==> config.mk <==
export PLATFORM = sky130hd
export DESIGN_NAME = mash_sdm_param
export DESIGN_NICKNAME = d
export VERILOG_FILES = /design/src/rtl/mash_sdm_pkg.sv /design/src/rtl/mash_acc_stage.sv /design/src/rtl/mash_sdm_param.sv
export SDC_FILE = /design/constraint.sdc
export NUM_CORES = 1
export LEC_CHECK = 0
export CAP_MARGIN = 20
export CORE_UTILIZATION = 60
export DETAILED_ROUTE_END_ITERATION = 10
export GPL_ROUTABILITY_DRIVEN = 0
export PLACE_DENSITY = 0.8
export RECOVER_POWER = 100
export SYNTH_ARGS = -nofsm -noshare
export SYNTH_HDL_FRONTEND = slang
export SYNTH_SLANG_ARGS = --single-unit
==> constraint.sdc <==
create_clock -name clk -period 16.1 [get_ports clk]
set_input_delay 3.22 -clock clk [delete_from_list [all_inputs] [get_ports clk]]
set_output_delay 3.22 -clock clk [all_outputs]
set_load 0.01 [all_outputs]
==> src/rtl/mash_sdm_pkg.sv <==
// Shared constants and types for the parametrised MASH sigma-delta modulator.
// The dither LFSR constants are used only when MASH_SDM_DITHER_EN is defined.
package mash_sdm_pkg;

    localparam int ORDER_MAX = 4;

    // Fibonacci LFSR for x^17 + x^14 + 1: feedback taps are bits 16 and 13.
    localparam int              LFSR_W    = 17;
    localparam logic [16:0]     LFSR_SEED = 17'h0_0001;
    localparam logic [16:0]     LFSR_TAPS = 17'h1_2000;

    typedef enum logic {
        WARM = 1'b0,
        RUN  = 1'b1
    } sdm_state_t;

    function automatic int out_width(input int int_w);
        return int_w + 2;
    endfunction

endpackage

==> src/rtl/mash_acc_stage.sv <==
// One first-order MASH stage: a FRAC_W accumulator that exposes its overflow
// carry and wrapped sum (the quantisation error fed to the next stage).
module mash_acc_stage
    import mash_sdm_pkg::*;
#(
    parameter int                FRAC_W  = 16,
    parameter logic [FRAC_W-1:0] RST_VAL = '0
) (
    input  logic              clk,
    input  logic              rst_n,
    input  logic              en,
    input  logic              clr,
    input  logic [FRAC_W-1:0] x,
    input  logic              cin,
    output logic              carry,
    output logic [FRAC_W-1:0] err
);

    logic [FRAC_W-1:0] acc_reg;
    logic [FRAC_W:0]   sum;

    assign sum   = {1'b0, acc_reg} + {1'b0, x} + {{FRAC_W{1'b0}}, cin};
    assign carry = sum[FRAC_W];
    assign err   = sum[FRAC_W-1:0];

    always_ff @(posedge clk or negedge rst_n) begin
        if (!rst_n) begin
            acc_reg <= RST_VAL;
        end else if (clr) begin
            acc_reg <= RST_VAL;
        end else if (en) begin
            acc_reg <= err;
        end
    end

endmodule

==> src/rtl/mash_sdm_param.sv <==
// Parametrised MASH sigma-delta modulator: ORDER cascaded accumulators, noise
// cancellation network, warm-up FSM and shadowed word. Option: MASH_SDM_DITHER_EN.
module mash_sdm_param
    import mash_sdm_pkg::*;
#(
    parameter int FRAC_W = 16,
    parameter int INT_W  = 4,
    parameter int ORDER  = 3,
    parameter int SEED   = 1,
    localparam int OUT_W = out_width(INT_W)
) (
    input  logic                    clk,
    input  logic                    rst_n,
    input  logic                    en,
    input  logic                    clr,
    input  logic                    cfg_valid,
    output logic                    cfg_ready,
    input  logic [INT_W-1:0]        in_i,
    input  logic [FRAC_W-1:0]       in_f,
    output logic signed [OUT_W-1:0] out,
    output logic                    out_valid
);

    localparam int               CNT_W     = $clog2(ORDER_MAX);
    localparam logic [CNT_W-1:0] WARM_LAST = CNT_W'(ORDER - 1);

    if (ORDER < 1 || ORDER > ORDER_MAX) begin : g_order_check
        $error("mash_sdm_param: ORDER must lie in 1..%0d", ORDER_MAX);
    end

    logic [INT_W-1:0]        int_q;
    logic [FRAC_W-1:0]       frac_q;
    logic [ORDER-1:0]        carry;
    logic [FRAC_W-1:0]       err [ORDER];
    logic signed [OUT_W-1:0] y   [ORDER];
    logic                    dither_bit;
    logic                    unused_err;
    sdm_state_t              state_reg, state_next;
    logic [CNT_W-1:0]        warm_cnt_reg, warm_cnt_next;

    // clr blocks the handshake so a word offered during clear stays with the source.
    assign cfg_ready  = en && !clr;
    assign unused_err = ^err[ORDER-1];

    always_ff @(posedge clk or negedge rst_n) begin
        if (!rst_n) begin
            int_q  <= '0;
            frac_q <= '0;
        end else if (cfg_valid && cfg_ready) begin
            int_q  <= in_i;
            frac_q <= in_f;
        end
    end

`ifdef MASH_SDM_DITHER_EN
    logic [LFSR_W-1:0] lfsr_reg;

    always_ff @(posedge clk or negedge rst_n) begin
        if (!rst_n) begin
            lfsr_reg <= LFSR_SEED;
        end else if (clr) begin
            lfsr_reg <= LFSR_SEED;
        end else if (en) begin
            lfsr_reg <= {lfsr_reg[LFSR_W-2:0], ^(lfsr_reg & LFSR_TAPS)};
        end
    end

    assign dither_bit = lfsr_reg[LFSR_W-1];
`else
    assign dither_bit = 1'b0;
`endif

    // Accumulator cascade: all stages settle in the same cycle.
    for (genvar gi = 0; gi < ORDER; gi++) begin : g_stage
        logic [FRAC_W-1:0] x;
        logic              cin;

        if (gi == 0) begin : g_head
            assign x = frac_q;
        end else begin : g_chain
            assign x = err[gi-1];
        end

        if (gi == ORDER - 1) begin : g_tail
            assign cin = dither_bit;
        end else begin : g_inner
            assign cin = 1'b0;
        end

        mash_acc_stage #(
            .FRAC_W  (FRAC_W),
            .RST_VAL ((gi == 0) ? FRAC_W'(SEED) : {FRAC_W{1'b0}})
        ) u_stage (
            .clk   (clk),
            .rst_n (rst_n),
            .en    (en),
            .clr   (clr),
            .x     (x),
            .cin   (cin),
            .carry (carry[gi]),
            .err   (err[gi])
        );
    end

    // Noise cancellation: y_k = c_k + y_(k+1) - y_(k+1) delayed one enabled cycle.
    for (genvar gi = 0; gi < ORDER; gi++) begin : g_nc
        logic signed [OUT_W-1:0] c_ext;

        assign c_ext = {{(OUT_W-1){1'b0}}, carry[gi]};

        if (gi == ORDER - 1) begin : g_last
            assign y[gi] = c_ext;
        end else begin : g_diff
            logic signed [OUT_W-1:0] y_d_reg;

            assign y[gi] = c_ext + y[gi+1] - y_d_reg;

            always_ff @(posedge clk or negedge rst_n) begin
                if (!rst_n) begin
                    y_d_reg <= '0;
                end else if (clr) begin
                    y_d_reg <= '0;
                end else if (en) begin
                    y_d_reg <= y[gi+1];
                end
            end
        end
    end

    always_ff @(posedge clk or negedge rst_n) begin
        if (!rst_n) begin
            out <= '0;
        end else if (clr) begin
            out <= '0;
        end else if (en) begin
            out <= $signed({2'b00, int_q}) + y[0];
        end
    end

    always_ff @(posedge clk or negedge rst_n) begin
        if (!rst_n) begin
            state_reg    <= WARM;
            warm_cnt_reg <= '0;
        end else begin
            state_reg    <= state_next;
            warm_cnt_reg <= warm_cnt_next;
        end
    end

    always_comb begin
        state_next    = state_reg;
        warm_cnt_next = warm_cnt_reg;
        out_valid     = (state_reg == RUN);
        if (clr) begin
            state_next    = WARM;
            warm_cnt_next = '0;
        end else if (en) begin
            case (state_reg)
                WARM: begin
                    if (warm_cnt_reg == WARM_LAST) begin
                        state_next = RUN;
                    end else begin
                        warm_cnt_next = warm_cnt_reg + 1'b1;
                    end
                end
                RUN:     state_next = RUN;
                default: state_next = WARM;
            endcase
        end
    end

endmodule

### After elaboration in Yosys (flattened, before gate mapping)

Cells that the tools add are included.

| storage, ports and cells | value |
|---|---|
| flip-flop bits (word level) | 89 |
| word-level logic and storage cells | 48 |

| cells by class | value |
|---|---|
| $add $sub $neg | 9 |
| equality and inequality tests | 3 |
| mux-type cells | 20 |
| bitwise operators | 1 |
| reductions and logical operators | 5 |

Operators with widths:

| kind | number |
|---|---|
| 2-to-1 mux 16 bit | 6 |
| adder 16 x 16 -> 17 bit | 3 |
| 2-to-1 mux 6 bit | 6 |
| 2-to-1 mux 2 bit | 4 |
| adder 2 x 6 -> 6 bit | 1 |
| adder 5 x 6 -> 6 bit | 1 |
| subtractor 3 x 6 -> 6 bit | 1 |
| subtractor 6 bit | 1 |
| != test 2 bit, second input constant | 2 |
| 2-to-1 mux 1 bit | 3 |
| AND reduction 3 bit | 1 |
| adder 1 x 1 -> 2 bit | 1 |
| adder 2 x 1 -> 2 bit, second input constant | 1 |
| == test 2 bit, second input constant | 1 |
| logical AND 1 bit | 2 |
| one-hot mux 1 bit (2 select lines) | 1 |
| nonzero test 2 bit | 1 |
| logical NOT 1 bit | 1 |
| NOT 1 bit | 1 |

### Logic depth before layout (Yosys ltp)

| depth | value |
|---|---|
| depth in word-level cells | 10 |
| gate-level depth with buffers | 35 |

### Modules after synthesis

From an unflattened synthesis, not the netlist that was laid out.

| unflattened totals | value |
|---|---|
| cells, all modules | 628 |
| area, all modules | 6088.3 um^2 |

Modules (own cells, without submodules):

| module | instances | cells an instance | area each (um^2) | sequential area each (um^2) |
|---|---|---|---|---|
| mash_acc_stage (g_stage[1].u_stage ...) | 2 | 160 | 1426.4 | 400.4 |
| mash_sdm_param | 1 | 144 | 1804.2 | 825.8 |
| mash_acc_stage (g_stage[0].u_stage) | 1 | 164 | 1431.4 | 401.6 |

### Worst setup path after synthesis

No wires, ideal clock.

| path | value |
|---|---|
| path kind | reg2reg |
| start | reg g_stage[0].u_stage.acc_reg[0] |
| end | reg out[5] |
| library setup time | 0.094 ns |
| data arrival time | 6.995 ns |
| data required time | 16.006 ns |
| path slack | 9.011 ns |
| cell stages (with the launch flop) | 34 |
| clock period less this slack | 7.089 ns |
| cells stage by stage | dfstp_2 ha_1 inv_1 fa_1 nor2b_1 o31a_1 o21ai_2 a211oi_1 o21ai_0 and2_1 ha_1 nand4_1 a21oi_1 a211o_1 or3_2 and2_1 ha_1 clkbuf_1 and3_1 and2_1 a311o_1 ha_1 inv_1 ha_1 ha_1 inv_1 fa_1 ha_1 a21o_1 a21oi_1 o21bai_1 a21oi_1 xnor2_1 a211oi_1 |

| between the ends | value |
|---|---|
| longest elaborated chain between the ends | 10 |

Ends and longest elaborated chain:

| item | RTL line | source |
|---|---|---|
| start, declared | mash_acc_stage.sv:19 | `logic [FRAC_W-1:0] acc_reg;` |
| start signal, assigned | mash_acc_stage.sv:32 | `acc_reg <= err;` |
| adder 16 x 16 -> 17 bit * | mash_acc_stage.sv:22 | `assign sum = {1'b0, acc_reg} + {1'b0, x} + {{FRAC_W{1'b0}}, cin};` |
| adder 16 x 16 -> 17 bit (2 in a row) | mash_acc_stage.sv:22 |  |
| adder 1 x 1 -> 2 bit | mash_sdm_param.sv:116 | `assign y[gi] = c_ext + y[gi+1] - y_d_reg;` |
| subtractor 3 x 6 -> 6 bit | mash_sdm_param.sv:116 |  |
| adder 2 x 6 -> 6 bit * | mash_sdm_param.sv:116 |  |
| subtractor 6 bit * | mash_sdm_param.sv:116 |  |
| adder 5 x 6 -> 6 bit * | mash_sdm_param.sv:136 | `out <= $signed({2'b00, int_q}) + y[0];` |
| 2-to-1 mux 6 bit * | mash_sdm_param.sv:135 | `end else if (en) begin` |
| 2-to-1 mux 6 bit * | mash_sdm_param.sv:133 | `end else if (clr) begin` |
| end signal, assigned | mash_sdm_param.sv:136 |  |
| end, declared | mash_sdm_param.sv:20 | `output logic signed [OUT_W-1:0] out,` |

Mark *: on every way between the ends. The rest lies on a longest branch, timed or not. The select of a mux whose other input is x is not followed.
A chain may end at the register's enable or synchronous reset.

### Worst setup path after layout

| path | value |
|---|---|
| start | in en |
| end | out cfg_ready |

| between the ends | value |
|---|---|
| longest elaborated chain between the ends | 1 |

Ends and longest elaborated chain:

| item | RTL line | source |
|---|---|---|
| start, declared | mash_sdm_param.sv:14 | `input logic en,` |
| logical AND 1 bit | mash_sdm_param.sv:42 | `assign cfg_ready = en && !clr;` |
| end, declared | mash_sdm_param.sv:17 | `output logic cfg_ready,` |

Every way passes these cells.

==> impl_results.md <==
* Final clock period utilization by the worst path at 0.719
* Number of pins exceeding their max-slew limit in the final report at around 150
* Horiz. Die Dim at 102 um
* Latest clock arrival within the worst-skew pair at 370 ps
* Syn avg cell area at around 9.5 um2
* Number of optimization iterations in the first detailed-route pass at 5
* Maximum number of pins on one net before global-route repair at 82
* Wire length of the first global-routing pass at ~22000 um
* CTS sink cnt at 81
* Clock-pin transition on the worst setup and hold timing paths at about 80 ps
* TNS Setup at 0 ps
* Routed Antenna Nets at 0
* Comb pwr share at 0.703
* Routed via count divided by cell count at between 6 and 7
* Switching part of the total power at 0.470
* Final net count at approximately 760
* Hold-fix buffers at CTS at 0
* Number of global-route vias before repair at 4787
* Tightest Hold Check Type: register to register
* Die height at 102 um
* Commonest non-fill, non-tap cell in the layout: dfrtp_1
* Seq cells post-synth at 81
* Endpoints failing setup at 0
* Detailed-route DRC error count at 0
* Most frequent cells in the layout: dfrtp_1, nor2_1, ha_1, a21oi_1, inv_1
* Drt first-iter violations at 214
* Clock Tree Buf Depth at 2
* Initial antenna violation count at 0
* Failing checks: capacitance limit, slew limit
* Total length of routed met3 wires at 432 um
* Data arrival, critical path at around 8400 ps
* Number of fillers in the final layout at 787
* Number of warning messages in the yosys log at 0
* List of cells traversed by the critical path: buf_2, clkbuf_1, inv_1, nor2_1, clkbuf_1, dlygate4sd3_1
* Area added between synthesis and finish at 10.4%
* Cell repeated most along the worst path: clkbuf_1
* H-Tree Level Count at 3
* Wire length on met1 at between 5000 and 6000 um
* Final Power at roughly 1.6 mW
* Fraction of final layout cells sized beyond drive strength 1 at 0.0662
* Count of flip-flops with a built-in enable after synthesis at 0
* WS Path Type: input port to output port
* Num ports at 33
* Hold Fails Final Rpt at 0
* Met2 Wirelength at between 6000 and 7000 um
* Wirelength per Cell at approximately 16 um
* Initial Util at 0.617
* Power density of the placed cells at approximately 240 nW/um2
* Flop-to-flop setup slack at 8030 ps
* Port Buf Inserts at 32
* Total GRT Usage at 0.274
* Largest register FFs at 48
* Worst supply voltage drop on vdd at between 0.1 and 0.15 mV
* TritonCTS clock tree: yes
* Kind of end point of the critical path: output port
* Cts repair resizes at 0
* Vias post-DR at between 4000 and 5000
* Leak pwr at approximately 3.2 nW
* Master of the slowest instance on the critical path: clkbuf_1
* Number of core rows at 36
* Die area at around 10000 um2
* Buffers inserted by post-CTS timing repair at 0
* Number of distinct library cell variants in the gate-level netlist after synthesis at 64
* Part of the power in the clock network at 0.113
* Status: finished with violations
* Number of buffers created by CTS at 9
* Maximum fanout along the worst path at 77
* Max-capacitance violation count at 2
* Gr ovfl total at 0
* Main flop type after synthesis: dfrtp_1
* Register area share after synthesis at 0.336
* Post-Route Skew at around 9.4 ps
* Footprint of the flip-flops and latches at 2030 um2
* Highest signal layer in the routed design: met4
* Mapped Cells at between 600 and 700
* Cell-internal power at ~850 uW
* Proportion of power drawn by flip-flops and latches at 0.184
* Slew @ Worst Pin at approximately 4000 ps
* Core region area at just under 10000 um2
* Max-slew headroom at -1.62
* Clk root buf: clkbuf_8
* Number of nets produced by synthesis at around 730
* Worst EP required at 12880 ps
* Unrepaired setup endpoints after global routing: no
* FFs w/ async S/R, synth at 1.00
* Detailed-route wire length at between 10000 and 15000 um
* Diode count at 0
* Combined area of the multi-input logic cells at ~3700 um2
* Max frequency at a little under 90 MHz
* Net Sw Power at 750 uW
* Startpoint types: input port
* Post-synthesis instance area at around 6000 um2
* DPL Wire Length at a little over 9000 um
* Critical Path Max Stage Delay at roughly 2700 ps
* Post-route minimum period at about 12000 ps
final timing paths:
| check | from | cells after the start | to |
|---|---|---|---|
| max in group asynchronous | rst_n | 2 | g_stage[0].u_stage.acc_reg[11] |
| min in group asynchronous | rst_n | 1 | g_stage[2].u_stage.acc_reg[7] |
| setup reg to reg | g_stage[0].u_stage.acc_reg[0] | 33 | out[5] |
| setup / recovery | en | 6 | cfg_ready |
| hold / removal | g_stage[0].u_stage.acc_reg[11] | 1 | g_stage[0].u_stage.acc_reg[11] |
| hold reg to reg | g_stage[0].u_stage.acc_reg[11] | 1 | g_stage[0].u_stage.acc_reg[11] |
layout make-up:
type | count | area share
tap | 133 | 0.0250
inverter | 41 | 0.0231
timing repair buffer | 37 | 0.0490
clock buffer | 11 | 0.0197
clock inverter | 5 | 0.0156
multi-input combinational | 490 | 0.563
sequential | 81 | 0.305
cells by family after synthesis:
group                    count (synthesis)  synth area share
AO/OA/AOI/OAI                          170             0.197
XOR/XNOR                                32            0.0465
adder cells (fa/ha/maj)                 70             0.156
buffers and inverters                   65            0.0409
flip-flops                              81             0.336
multiplexers                            47            0.0822
AND/OR/NAND/NOR                        171             0.141
per-layer routing:
layer	global-route usage	up-vias
li1	-	2335
met3	0.0376	14
met1	0.362	2365
met5	0	-
met2	0.459	92
met4	0.100	0
cell usage after synthesis, types with 11 or more instances:
cell type	number	area, um2
nand2_1	36	135
dfrtp_1	80	2000
xnor2_1	23	201
mux2_2	20	225
ha_1	61	763
a21oi_1	42	210
nand3b_1	11	82.6
o21ai_0	17	85.1
a21o_1	20	150
a211o_1	13	114
clkbuf_1	17	63.8
mux2i_1	27	270
nand3_1	11	55.1
a211oi_1	12	90.1
nor2_1	65	244
inv_1	40	150
worst max-delay path: cells and delay by family:
| family | cells | cell delay (ps) |
|---|---|---|
| buf+inv | 5 | 4780 |
| simple gates | 1 | 290 |
through the flow:
stage	instance area (um2)	util	instances	setup slack [ps]	hold WS (ps)
6_report	6660	0.681	798	4530	496
5_1_grt	6660	0.681	798	3970	524
4_1_cts	6680	0.683	797	7730	504
3_5_place_dp	6440	0.659	781	7730	487
3_3_place_gp	6440	0.659	781	7750	474
2_1_floorplan	6030	-	636	9010	463
power groups by stage:
stage / logic, mW / clock network, mW / registers (mW)
after floorplan: 0.885 / 0 / 0.289
after global placement: 1.05 / 0 / 0.294
after detailed placement: 1.11 / 0 / 0.297
after CTS: 1.11 / 0.184 / 0.294
after global routing: 1.26 / 0.192 / 0.300
final: 1.12 / 0.181 / 0.293
(Power assumes the default switching activity.)
